File: src/rtl/bcd_to_bin_pkg.sv
// Shared types and constants for the sequential BCD-to-binary converter.
// Also holds the helper that sizes the largest value the packed BCD input can carry.
package bcd_to_bin_pkg;

    typedef enum logic [1:0] {
        IDLE  = 2'd0,
        CHECK = 2'd1,
        SHIFT = 2'd2,
        FIN   = 2'd3
    } state_t;

    localparam logic [3:0] BCD_DIGIT_MAX = 4'd9;
    localparam logic [3:0] CORR_THRESH   = 4'd8;
    localparam logic [3:0] CORR_VALUE    = 4'd3;

    // Largest value representable by 'decades' BCD digits (10^decades - 1).
    function automatic longint unsigned bcd_max_value(input int decades);
        longint unsigned acc;
        acc = 1;
        for (int i = 0; i < decades; i++) begin
            acc = acc * 10;
        end
        return acc - 1;
    endfunction

endpackage

File: src/rtl/bcd_to_bin_nibble_corr.sv
// Reverse double-dabble correction cell: a nibble that reaches 8 after the
// right shift gets 3 subtracted, undoing the half-weight carry from the next digit.
import bcd_to_bin_pkg::*;

module bcd_nibble_corr (
    input  logic [3:0] nibble,
    output logic [3:0] corrected
);

    always_comb begin
        corrected = nibble;
        if (nibble >= CORR_THRESH) begin
            corrected = nibble - CORR_VALUE;
        end
    end

endmodule

File: src/rtl/bcd_to_bin.sv
// Sequential packed-BCD to binary converter using reverse double-dabble,
// one result bit per clock-enabled step, with start/busy/done and digit checking.
import bcd_to_bin_pkg::*;

module bcd_to_bin #(
    parameter int IN_DECADES = 4,
    parameter int OUT_BITS   = 14
) (
    input  logic                    CLK,
    input  logic                    CLR,
    input  logic                    CE,
    input  logic                    START,
    input  logic [4*IN_DECADES-1:0] IN,
    output logic [OUT_BITS-1:0]     Q,
    output logic                    BUSY,
    output logic                    DONE,
    output logic                    ERR
);

    localparam int BCD_W  = 4 * IN_DECADES;
    localparam int SR_W   = BCD_W + OUT_BITS;
    localparam int CNT_W  = (OUT_BITS > 1) ? $clog2(OUT_BITS) : 1;
    localparam logic [CNT_W-1:0] CNT_LAST = CNT_W'(OUT_BITS - 1);

    generate
        if (bcd_max_value(IN_DECADES) >= (64'd1 << OUT_BITS)) begin : g_width_check
            $error("bcd_to_bin: OUT_BITS too small to hold 10^IN_DECADES - 1");
        end
    endgenerate

    state_t                state_reg, state_next;
    logic [SR_W-1:0]       sr_reg, sr_next;
    logic [CNT_W-1:0]      cnt_reg, cnt_next;
    logic [OUT_BITS-1:0]   q_reg, q_next;
    logic                  busy_reg, busy_next;
    logic                  done_reg, done_next;
    logic                  err_reg, err_next;

    logic [SR_W-1:0]       sr_shift;
    logic [SR_W-1:0]       sr_corr;
    logic [IN_DECADES-1:0] digit_bad;

    assign sr_shift = sr_reg >> 1;
    assign sr_corr[OUT_BITS-1:0] = sr_shift[OUT_BITS-1:0];

    genvar gi;
    generate
        for (gi = 0; gi < IN_DECADES; gi++) begin : g_digit
            bcd_nibble_corr u_corr (
                .nibble    (sr_shift[OUT_BITS + 4*gi +: 4]),
                .corrected (sr_corr[OUT_BITS + 4*gi +: 4])
            );
            assign digit_bad[gi] = (sr_reg[OUT_BITS + 4*gi +: 4] > BCD_DIGIT_MAX);
        end
    endgenerate

    always_ff @(posedge CLK) begin
        if (CLR) begin
            state_reg <= IDLE;
            sr_reg    <= '0;
            cnt_reg   <= '0;
            q_reg     <= '0;
            busy_reg  <= 1'b0;
            done_reg  <= 1'b0;
            err_reg   <= 1'b0;
        end else begin
            state_reg <= state_next;
            sr_reg    <= sr_next;
            cnt_reg   <= cnt_next;
            q_reg     <= q_next;
            busy_reg  <= busy_next;
            done_reg  <= done_next;
            err_reg   <= err_next;
        end
    end

    // Pulses default low every edge so DONE/ERR stay one clock wide even with CE low.
    always_comb begin
        state_next = state_reg;
        sr_next    = sr_reg;
        cnt_next   = cnt_reg;
        q_next     = q_reg;
        busy_next  = busy_reg;
        done_next  = 1'b0;
        err_next   = 1'b0;
        if (CE) begin
            case (state_reg)
                IDLE: begin
                    if (START) begin
                        sr_next    = {IN, {OUT_BITS{1'b0}}};
                        busy_next  = 1'b1;
                        state_next = CHECK;
                    end
                end
                CHECK: begin
                    if (|digit_bad) begin
                        err_next   = 1'b1;
                        busy_next  = 1'b0;
                        state_next = IDLE;
                    end else begin
                        cnt_next   = '0;
                        state_next = SHIFT;
                    end
                end
                SHIFT: begin
                    sr_next = sr_corr;
                    if (cnt_reg == CNT_LAST) begin
                        state_next = FIN;
                    end else begin
                        cnt_next = cnt_reg + 1'b1;
                    end
                end
                FIN: begin
                    q_next     = sr_reg[OUT_BITS-1:0];
                    done_next  = 1'b1;
                    busy_next  = 1'b0;
                    state_next = IDLE;
                end
                default: begin
                    state_next = IDLE;
                end
            endcase
        end
    end

    assign Q    = q_reg;
    assign BUSY = busy_reg;
    assign DONE = done_reg;
    assign ERR  = err_reg;

endmodule
File: config.mk
export PLATFORM = sky130hd
export DESIGN_NAME = bcd_to_bin
export DESIGN_NICKNAME = d
export VERILOG_FILES = /design/src/rtl/bcd_to_bin_pkg.sv /design/src/rtl/bcd_to_bin_nibble_corr.sv /design/src/rtl/bcd_to_bin.sv
export SDC_FILE = /design/constraint.sdc
export NUM_CORES = 1
export LEC_CHECK = 0
export CORE_UTILIZATION = 35
export CTS_CLUSTER_DIAMETER = 60
export DETAILED_ROUTE_END_ITERATION = 7
export GPL_TIMING_DRIVEN = 0
export PLACE_DENSITY_LB_ADDON = 0.12
export SLEW_MARGIN = 20
export SYNTH_ARGS = -nofsm -noshare
export SYNTH_HDL_FRONTEND = slang
export SYNTH_SLANG_ARGS = --single-unit
File: constraint.sdc
create_clock -name CLK -period 1.5 [get_ports CLK]
set_input_delay 0.45 -clock CLK [delete_from_list [all_inputs] [get_ports CLK]]
set_output_delay 0.45 -clock CLK [all_outputs]
set_load 0.01 [all_outputs]
* After elaboration in Yosys (flattened, before gate mapping)
Cells that the tools add are included.
** Cells by class
- $add $sub $neg :: 5
- $lt $le $gt $ge :: 8
- Equality and inequality tests :: 9
- Mux-type cells :: 18
- Bitwise gates (word level) :: 2
- Reductions and logical operators :: 12
** Operators with widths (count)
- one-hot mux 30 bit (2 select lines) :: 1
- two-way mux 30 bit :: 1
- two-way mux 4 bit :: 6
- > comparator 4 bit (second input constant) :: 4
- greater-or-equal comparator 4 bit (second input constant) :: 3
- subtractor 4 x 2 -> 4 bit (second input constant) :: 3
- != test 2 bit (second input constant) :: 5
- one-hot mux 2 bit (4 select lines) :: 1
- one-hot mux 4 bit (2 select lines) :: 1
- AND reduction 4 bit :: 2
- two-way mux 2 bit :: 3
- AND reduction 3 bit :: 2
- adder 4 x 1 -> 4 bit (second input constant) :: 1
- equality test 2 bit (second input constant) :: 2
- equality test 4 bit (second input constant) :: 1
- greater-or-equal comparator 3 x 4 -> 1 bit (second input constant) :: 1
- two-way mux 1 bit :: 4
- nonzero test 2 bit :: 2
- OR reduction 4 bit :: 1
- subtractor 3 x 2 -> 4 bit (second input constant) :: 1
- one-hot mux 1 bit (3 select lines) :: 1
- nonzero test 3 bit :: 1
- OR reduction 3 bit :: 1
- equality test 2 x 1 -> 1 bit (second input constant) :: 1
- 4 further kinds :: 5
** Storage, ports and cells
- Register bits :: 53
- Input bits :: 20
- Output and inout port bits :: 17

* Depth between registers and ports, before layout
Gate-level depths: netlist of run 1.
- Depth in word-level cells :: 4
- Depth in mapped cells :: 7

* Cells and area by module
From an unflattened synthesis of run 1, not the netlist that was laid out.
** Second synthesis, totals
- Cells, all modules :: 300
- Area, all modules :: 2571.2 sq um
** Modules (own cells, without submodules)
- bcd_to_bin :: times used 1, cells each 256, area an instance 2265.9 sq um, sequential area each 1061.0 sq um
- bcd_nibble_corr :: times used 4, cells each 11, area an instance 76.3 sq um, sequential area each 0.0 sq um

* Worst setup path after synthesis of run 1
OpenSTA, ideal clock, no wires.
- Path type :: reg2reg
- Start :: reg state_reg[0]
- End :: reg cnt_reg[1]
- Setup time :: 71 ps
- Arrival time :: 1527 ps
- Data required time :: 1429 ps
- Path slack :: -98 ps
- Cell stages (with the launch flop) :: 7
- Buffers on the path :: 0
- Period minus slack after synthesis :: 1598 ps
- Path through :: dfxtp_1 inv_1 ha_1 inv_1 o21ai_1 or4_1 a21oi_1
** Between the ends
- Cells in the longest elaborated chain, start to end :: 3
- Elaborated cells on any way between the ends :: 7
- Those cells by class :: eq/ne: 4; mux: 1; reduce/logical: 2
** RTL lines
- start, declared :: RTL line bcd_to_bin.sv:31 : state_t state_reg, state_next;
- start signal, assigned :: RTL line bcd_to_bin.sv:67 : state_reg <= state_next;
- equality test 2 bit or equality test 2 x 1 -> 1 bit (tied branches) :: RTL line bcd_to_bin.sv:87 : case (state_reg)
- != test 2 bit (no line) or nonzero test 2 bit (tied branches)
- AND reduction 4 bit (no line)
- end signal, assigned :: RTL line bcd_to_bin.sv:69 : cnt_reg <= cnt_next;
- end, declared :: RTL line bcd_to_bin.sv:33 : logic [CNT_W-1:0] cnt_reg, cnt_next;
Several ways; a longest one is shown, not always the timed one.
A chain may end at the register's enable or synchronous reset.

* Worst setup path in the final report of run 1
- Start :: reg state_reg[0]
- End :: reg sr_reg[17]
** Between the ends
- Cells in the longest elaborated chain, start to end :: 3
- Elaborated cells on any way between the ends :: 6
- Those cells by class :: eq/ne: 2; mux: 1; reduce/logical: 3
** RTL lines
- equality test 2 bit or logical NOT 2 bit (tied branches) :: RTL line bcd_to_bin.sv:87
- nonzero test 2 bit (no line) or != test 2 bit (tied branches)
- AND reduction 3 bit (no line)
- end signal, assigned :: RTL line bcd_to_bin.sv:68 : sr_reg <= sr_next;
- end, declared :: RTL line bcd_to_bin.sv:32 : logic [SR_W-1:0] sr_reg, sr_next;
Several ways; a longest one is shown, not always the timed one.

==> results of run 1 <==
## power by group through the flow
stage                     clock network (mW)  registers (mW)  logic, mW
after floorplan                            0            1.50      0.162
after global placement                     0            1.51      0.263
after detailed placement                   0            1.51      0.264
after CTS                              0.865            1.48      0.366
after global routing                   0.915            1.49      0.428
final                                  0.841            1.48      0.395
## how the worst max path moves through the flow
stage | start | to | slack, ns | cells past startpoint
6_report | state_reg[0] | sr_reg[17] | -0.09 | 7
5_1_grt | state_reg[0] | sr_reg[18] | -0.14 | 7
4_1_cts | state_reg[0] | sr_reg[14] | -0.08 | 7
3_5_place_dp | START | sr_reg[20] | -0.58 | 6
3_3_place_gp | START | sr_reg[15] | -0.55 | 6
2_1_floorplan | flip-flop | sr_reg[17] | 0.00007 | 7
## repair_timing
action	CTS	global route
pin swaps	16	9
hold buffers	0	0
endpoints found under the setup margin	54	36
resized for setup	71	17
cloned	2	2
buffers inserted	13	0
## cells in the final DEF (no fill, tap or decap), drive strengths merged
master,instances
a211o,2
a211oi,7
a21o,1
a21oi,32
a22oi,14
a31oi,3
a32oi,1
a41oi,1
and2,3
and4,1
buf,24
clkbuf,16
clkdlybuf4s50,16
clkinvlp,2
dfxtp,53
dlygate4sd2,18
ha,12
inv,12
mux2,1
mux2i,7
nand2,45
nand2b,4
nand3,3
nand3b,1
nand4,2
nor2,21
nor2b,4
nor3,3
nor4,4
o211ai,9
o21a,1
o21ai,13
o221ai,1
or4,3
xnor2,6
## worst min-delay path, cell delays in order (launching register included)
cell	delay [ns]
dfxtp_1	0.32
nand2_1	0.05
a21oi_1	0.05
## layout make-up
class                   instances  area (um^2)  share of cell area (%)
well taps                      96          120                    3.50
repair buffers                 51          512                    14.9
flip-flops and latches         53         1070                    31.1
multi-input cells             205         1470                    42.8
clock inverters                 2         15.0                   0.437
inverters                      12         52.6                    1.53
clock buffers                   6         72.6                    2.11
plain buffers                  17          124                    3.61
## kinds of logic after synthesis
family | after synthesis | synth area share (%)
xor+xnor | 6 | 2.14
compound gates | 85 | 22.5
fa+ha+maj | 12 | 6.13
flops | 53 | 43.3
mux | 8 | 3.32
buf+inv | 31 | 5.21
simple gates | 94 | 17.5
## metrics by stage
| step | total power, mW | instance area, um^2 | hold WS [ns] | instances |
|---|---|---|---|---|
| global route | 2.83 | 3430 | 0.477 | 442 |
| finish | 2.72 | 3430 | 0.455 | 442 |
| CTS | 2.71 | 3330 | 0.459 | 442 |
| floorplan | 1.66 | 2460 | 0.432 | 289 |
| global placement | 1.77 | 2920 | 0.447 | 419 |
| detailed placement | 1.77 | 2920 | 0.448 | 419 |
## per-layer routing
layer	up-vias	track usage (%)
li1	1128	-
met1	1053	25.6
met2	45	29.2
met3	7	3.66
met4	0	6.97
met5	-	0
==> impl_metrics.ini, run 1 <==
[sta]
worst_pin_slew_ns = 0.678
max_slew_margin_pct = 54.8
setup_ws_ns = -0.0913
fin_crit_ns = 1.59
setup_viol = 24
final.period_utilization_pct = 106
tns_ns = -1.22
drv_slew = 0
finalHoldViolCount = 0
skew_ns = 0.00308
rsz0062_at_grt = true
clock.fmax_mhz = 628

[route]
wl_met3_um = 201
via_count = 2233
wl_per_cell_um = 14.8
dr.pass1.iters = 4
ant_nets = 0
routed_wl_mm = 6.55
drc = 0
vias_per_cell = 5.05
met1_length_mm = 3.30
routed-wl-met2_mm = 2.97
top_layer = met4
dr.first_iter.drc_count = 129

[clock_network]
cts_tree = done
cts_sinks = 53
cts_buffers = 5
clkTransAtPathRegs_ns = 0.10
clkLatencyLatePin_ns = 0.32
cts-root-buf = clkbuf_8
clk_path_buf_depth = 2
htree_levels = 2

[global_routing]
grt_pass1_wl_mm = 10.6
grt_max_degree = 17
track_usage_pct = 18.7
first_global_vias = 2110
gr-total-overflow = 0
antenna_found_initial = 0

[logic_synthesis]
synth_cells = 289
yosys_register_bits = 53
ys.flop_type = dfxtp_1
ys_types = 37
synth.area.top_cells = dfxtp_1, nand2_1, a21oi_1
synth_top_area_share_pct = 43.3
syn_area_mm2 = 0.00245
postSynthAreaPerCell_um2 = 8.48
yosysTopAreaCell = dfxtp_1
ys_top_cells_by_count = dfxtp_1, nand2_1, a21oi_1
syn_nets = 321
synthArstFlopShare_pct = 0
yosysSeqAreaShare_pct = 43.3
yosys_warnings = 0
synth_most_common_cell = dfxtp_1
synth_edf_count = 0

[final_layout]
fin_util_pct = 50.5
fillers = 671
largest_reg_flops = 30
nets = 377
diodes = 0
area_growth_pct = 40.0
drive_gt1_share_pct = 22.3

[die]
coreArea_mm2 = 0.00679
dieHeight_um = 85.7
die-width_um = 85.7
num_rows = 30
pin_count = 37
fp.dieArea_mm2 = 0.00734
start_util_pct = 36.1

[worst_setup_path]
crit_path_top_delay_cell = dfxtp_4
r2r_cells = 7
crit_fanout = 5
cp_data_arrival_time_ns = 1.77
required_ns = 1.68
critPathMaxStageDelay_ns = 0.40
critPathBufInv = 2
cp_top_family = flip-flops
r2r_start = state_reg[0]
r2r-end = sr_reg[17]
cp-start-kind = flip-flop
ff2ff_setup_slack_ns = -0.09
criticalPathCategory = reg2reg
crit_chain = inv_4 -> ha_4 -> mux2_4 -> and2_4 -> buf_8 -> a21oi_2 -> a211oi_1
endpoint_kind = flip-flop

[worst_hold_path]
hp-start = Q[0]
hold_path_end = Q[0]
holdPathStages = 2
hp-class = reg2reg

[run]
cap_violations = 0

[outcome]
violations = setup timing
status = complete, but fails checks

[power_and_ir_drop]
p_clk_share_pct = 30.9
power_leakage_nw = 1.24
p_comb_share_pct = 14.5
switching_share_pct = 27.4
p_int_mw = 1.97
pwr-share-seq_pct = 54.5
p_switching_uw = 746
irDropWorstVdd_v = 0.000298
p_per_area_mw_per_mm2 = 793

[placement]
place_hpwl_mm = 4.01
io_buffers = 34
pre_cts_slack_ns = -0.576
gp_congestion = 0.822
Note: power is estimated with default switching activity, not from simulation.
==> run 2: changes to the inputs <==
- CAP_MARGIN: not set -> 0
==> results of run 2 <==
No change in the layout: final DEF, timing and power equal those of run 1.
==> run 3: changes to the inputs <==
- PLACE_DENSITY_LB_ADDON: 0.12 -> not set
==> impl_metrics.ini, run 3 (same netlist as run 1, synthesis figures left out) <==
[worst_hold_path]
hp-class = reg2reg

[final_layout]
stdcell_area_mm2 = 0.00356
largest_reg_flops = 30
area_growth_pct = 45.1
drive_gt1_share_pct = 25.4
diodes = 0
fin_util_pct = 52.4
fin_cells = 447
final_common_cell = dfxtp_1
final_cell_mix = dfxtp_1, nand2_1, a21oi_1
nets = 382
fillers = 645

[global_routing]
use_met3_pct = 2.98
use_met2_pct = 30.1
first_global_vias = 2150
use_met1_pct = 24.4
top_usage_layer = met2
grt_pass1_wl_mm = 10.6
antenna_found_initial = 0
gr-total-overflow = 0
grt_max_degree = 18
track_usage_pct = 18.2

[worst_setup_path]
r2r-end = sr_reg[14]
ff2ff_setup_slack_ns = -0.12
crit_fanout = 5
criticalPathCategory = reg2reg
endpoint = sr_reg[14]
cp_data_arrival_time_ns = 1.79
r2r_cells = 7
required_ns = 1.67
endpoint_kind = flip-flop
cp-start-kind = flip-flop

[die]
dieHeight_um = 85.7
die-width_um = 85.7
start_util_pct = 36.1
fp.dieArea_mm2 = 0.00734
pin_count = 37
coreArea_mm2 = 0.00679
num_rows = 30

[outcome]
violations = setup timing
status = complete, but fails checks

[sta]
setup_viol = 34
worst_pin_slew_ns = 0.746
setup_ws_ns = -0.119
final.period_utilization_pct = 108
rsz0062_at_grt = true
fin_crit_ns = 1.62
clock.fmax_mhz = 618
finalHoldViolCount = 0
drv_slew = 0
max_slew_margin_pct = 50.3
tns_ns = -2.57
skew_ns = 0.00237

[power_and_ir_drop]
p_switching_uw = 757
p_per_area_mw_per_mm2 = 773
pwr-share-seq_pct = 53.9
power_leakage_nw = 1.29
p_comb_share_pct = 15.5
p_int_mw = 1.99
switching_share_pct = 27.5
irDropWorstVdd_v = 0.000395
p_clk_share_pct = 30.6

[route]
ant_nets = 0
wl_per_cell_um = 14.9
vias_per_cell = 5.18
routed_wl_mm = 6.67
drc = 0
via_count = 2315
dr.pass1.iters = 4
dr.first_iter.drc_count = 92

[clock_network]
cts_tree = done
clkLatencyLatePin_ns = 0.31
clk_path_buf_depth = 2
cts-root-buf = clkbuf_8
cts_sinks = 53
clkTransAtPathRegs_ns = 0.10
cts_hold_buf = 0
htree_levels = 2
cts_buffers = 5

[placement]
dp.cells = 419
place_area_mm2 = 0.00292
io_buffers = 34
place_hpwl_mm = 3.93
gp_congestion = 0.800

[run]
cap_violations = 0
run 3: cell count changes in the layout (fill, tap and decap cells not counted), moves of 3 or more:
cell / change
a22oi_1: -4
a22oi_2: +4
buf_16: +3
buf_6: +3
run 3: how the worst min path moves through the flow:
stage	slack (ns)	cells after the start	startpoint	end
after global routing	0.48	2	Q[3]	Q[3]
after CTS	0.46	2	Q[0]	Q[0]
after global placement	0.45	2	Q[1]	Q[1]
final	0.46	2	Q[0]	Q[0]
after floorplan	0.43	2	sr_reg[14]	sr_reg[14]
after detailed placement	0.45	2	Q[0]	Q[0]
run 3: critical path: stages (launching register included):
cell,delay [ns]
dfxtp_4,0.37
buf_6,0.12
ha_4,0.17
mux2_4,0.28
and2_4,0.21
buf_8,0.15
o211ai_1,0.09
a21oi_1,0.08
run 3: power groups by stage:
| stage | registers, mW | clock network [mW] | logic [mW] |
|---|---|---|---|
| 3_5_place_dp | 1.51 | 0 | 0.261 |
| 6_report | 1.48 | 0.842 | 0.426 |
| 3_3_place_gp | 1.51 | 0 | 0.257 |
| 4_1_cts | 1.48 | 0.851 | 0.402 |
| 2_1_floorplan | 1.50 | 0 | 0.162 |
| 5_1_grt | 1.49 | 0.908 | 0.456 |
run 3: layer usage:
metal	up-vias	wire length (um)
li1	1135	-
met1	1112	3120
met2	56	3210
met3	12	193
met4	0	134
met5	-	0
run 3: layout make-up:
class,instances,area (um^2),area share [%]
multi-input cells,205,1500,42.2
flip-flops and latches,53,1070,30.0
plain buffers,16,121,3.41
well taps,96,120,3.38
clock buffers,5,68.8,1.93
repair buffers,57,593,16.7
inverters,12,60.1,1.69
clock inverters,3,22.5,0.633
run 3: what timing repair did:
item,in CTS,in global routing
endpoints found under the setup margin,51,46
pin swaps,14,15
gates cloned,4,1
gates resized for setup,82,20
setup buffers,13,5
run 3: per-stage QoR:
step	power, mW	hold WS, ns	setup slack [ns]
floorplan	1.66	0.432	0.0000696
global placement	1.77	0.447	-0.521
detailed placement	1.77	0.447	-0.543
CTS	2.73	0.459	-0.0955
global route	2.85	0.476	-0.165
finish	2.75	0.457	-0.119
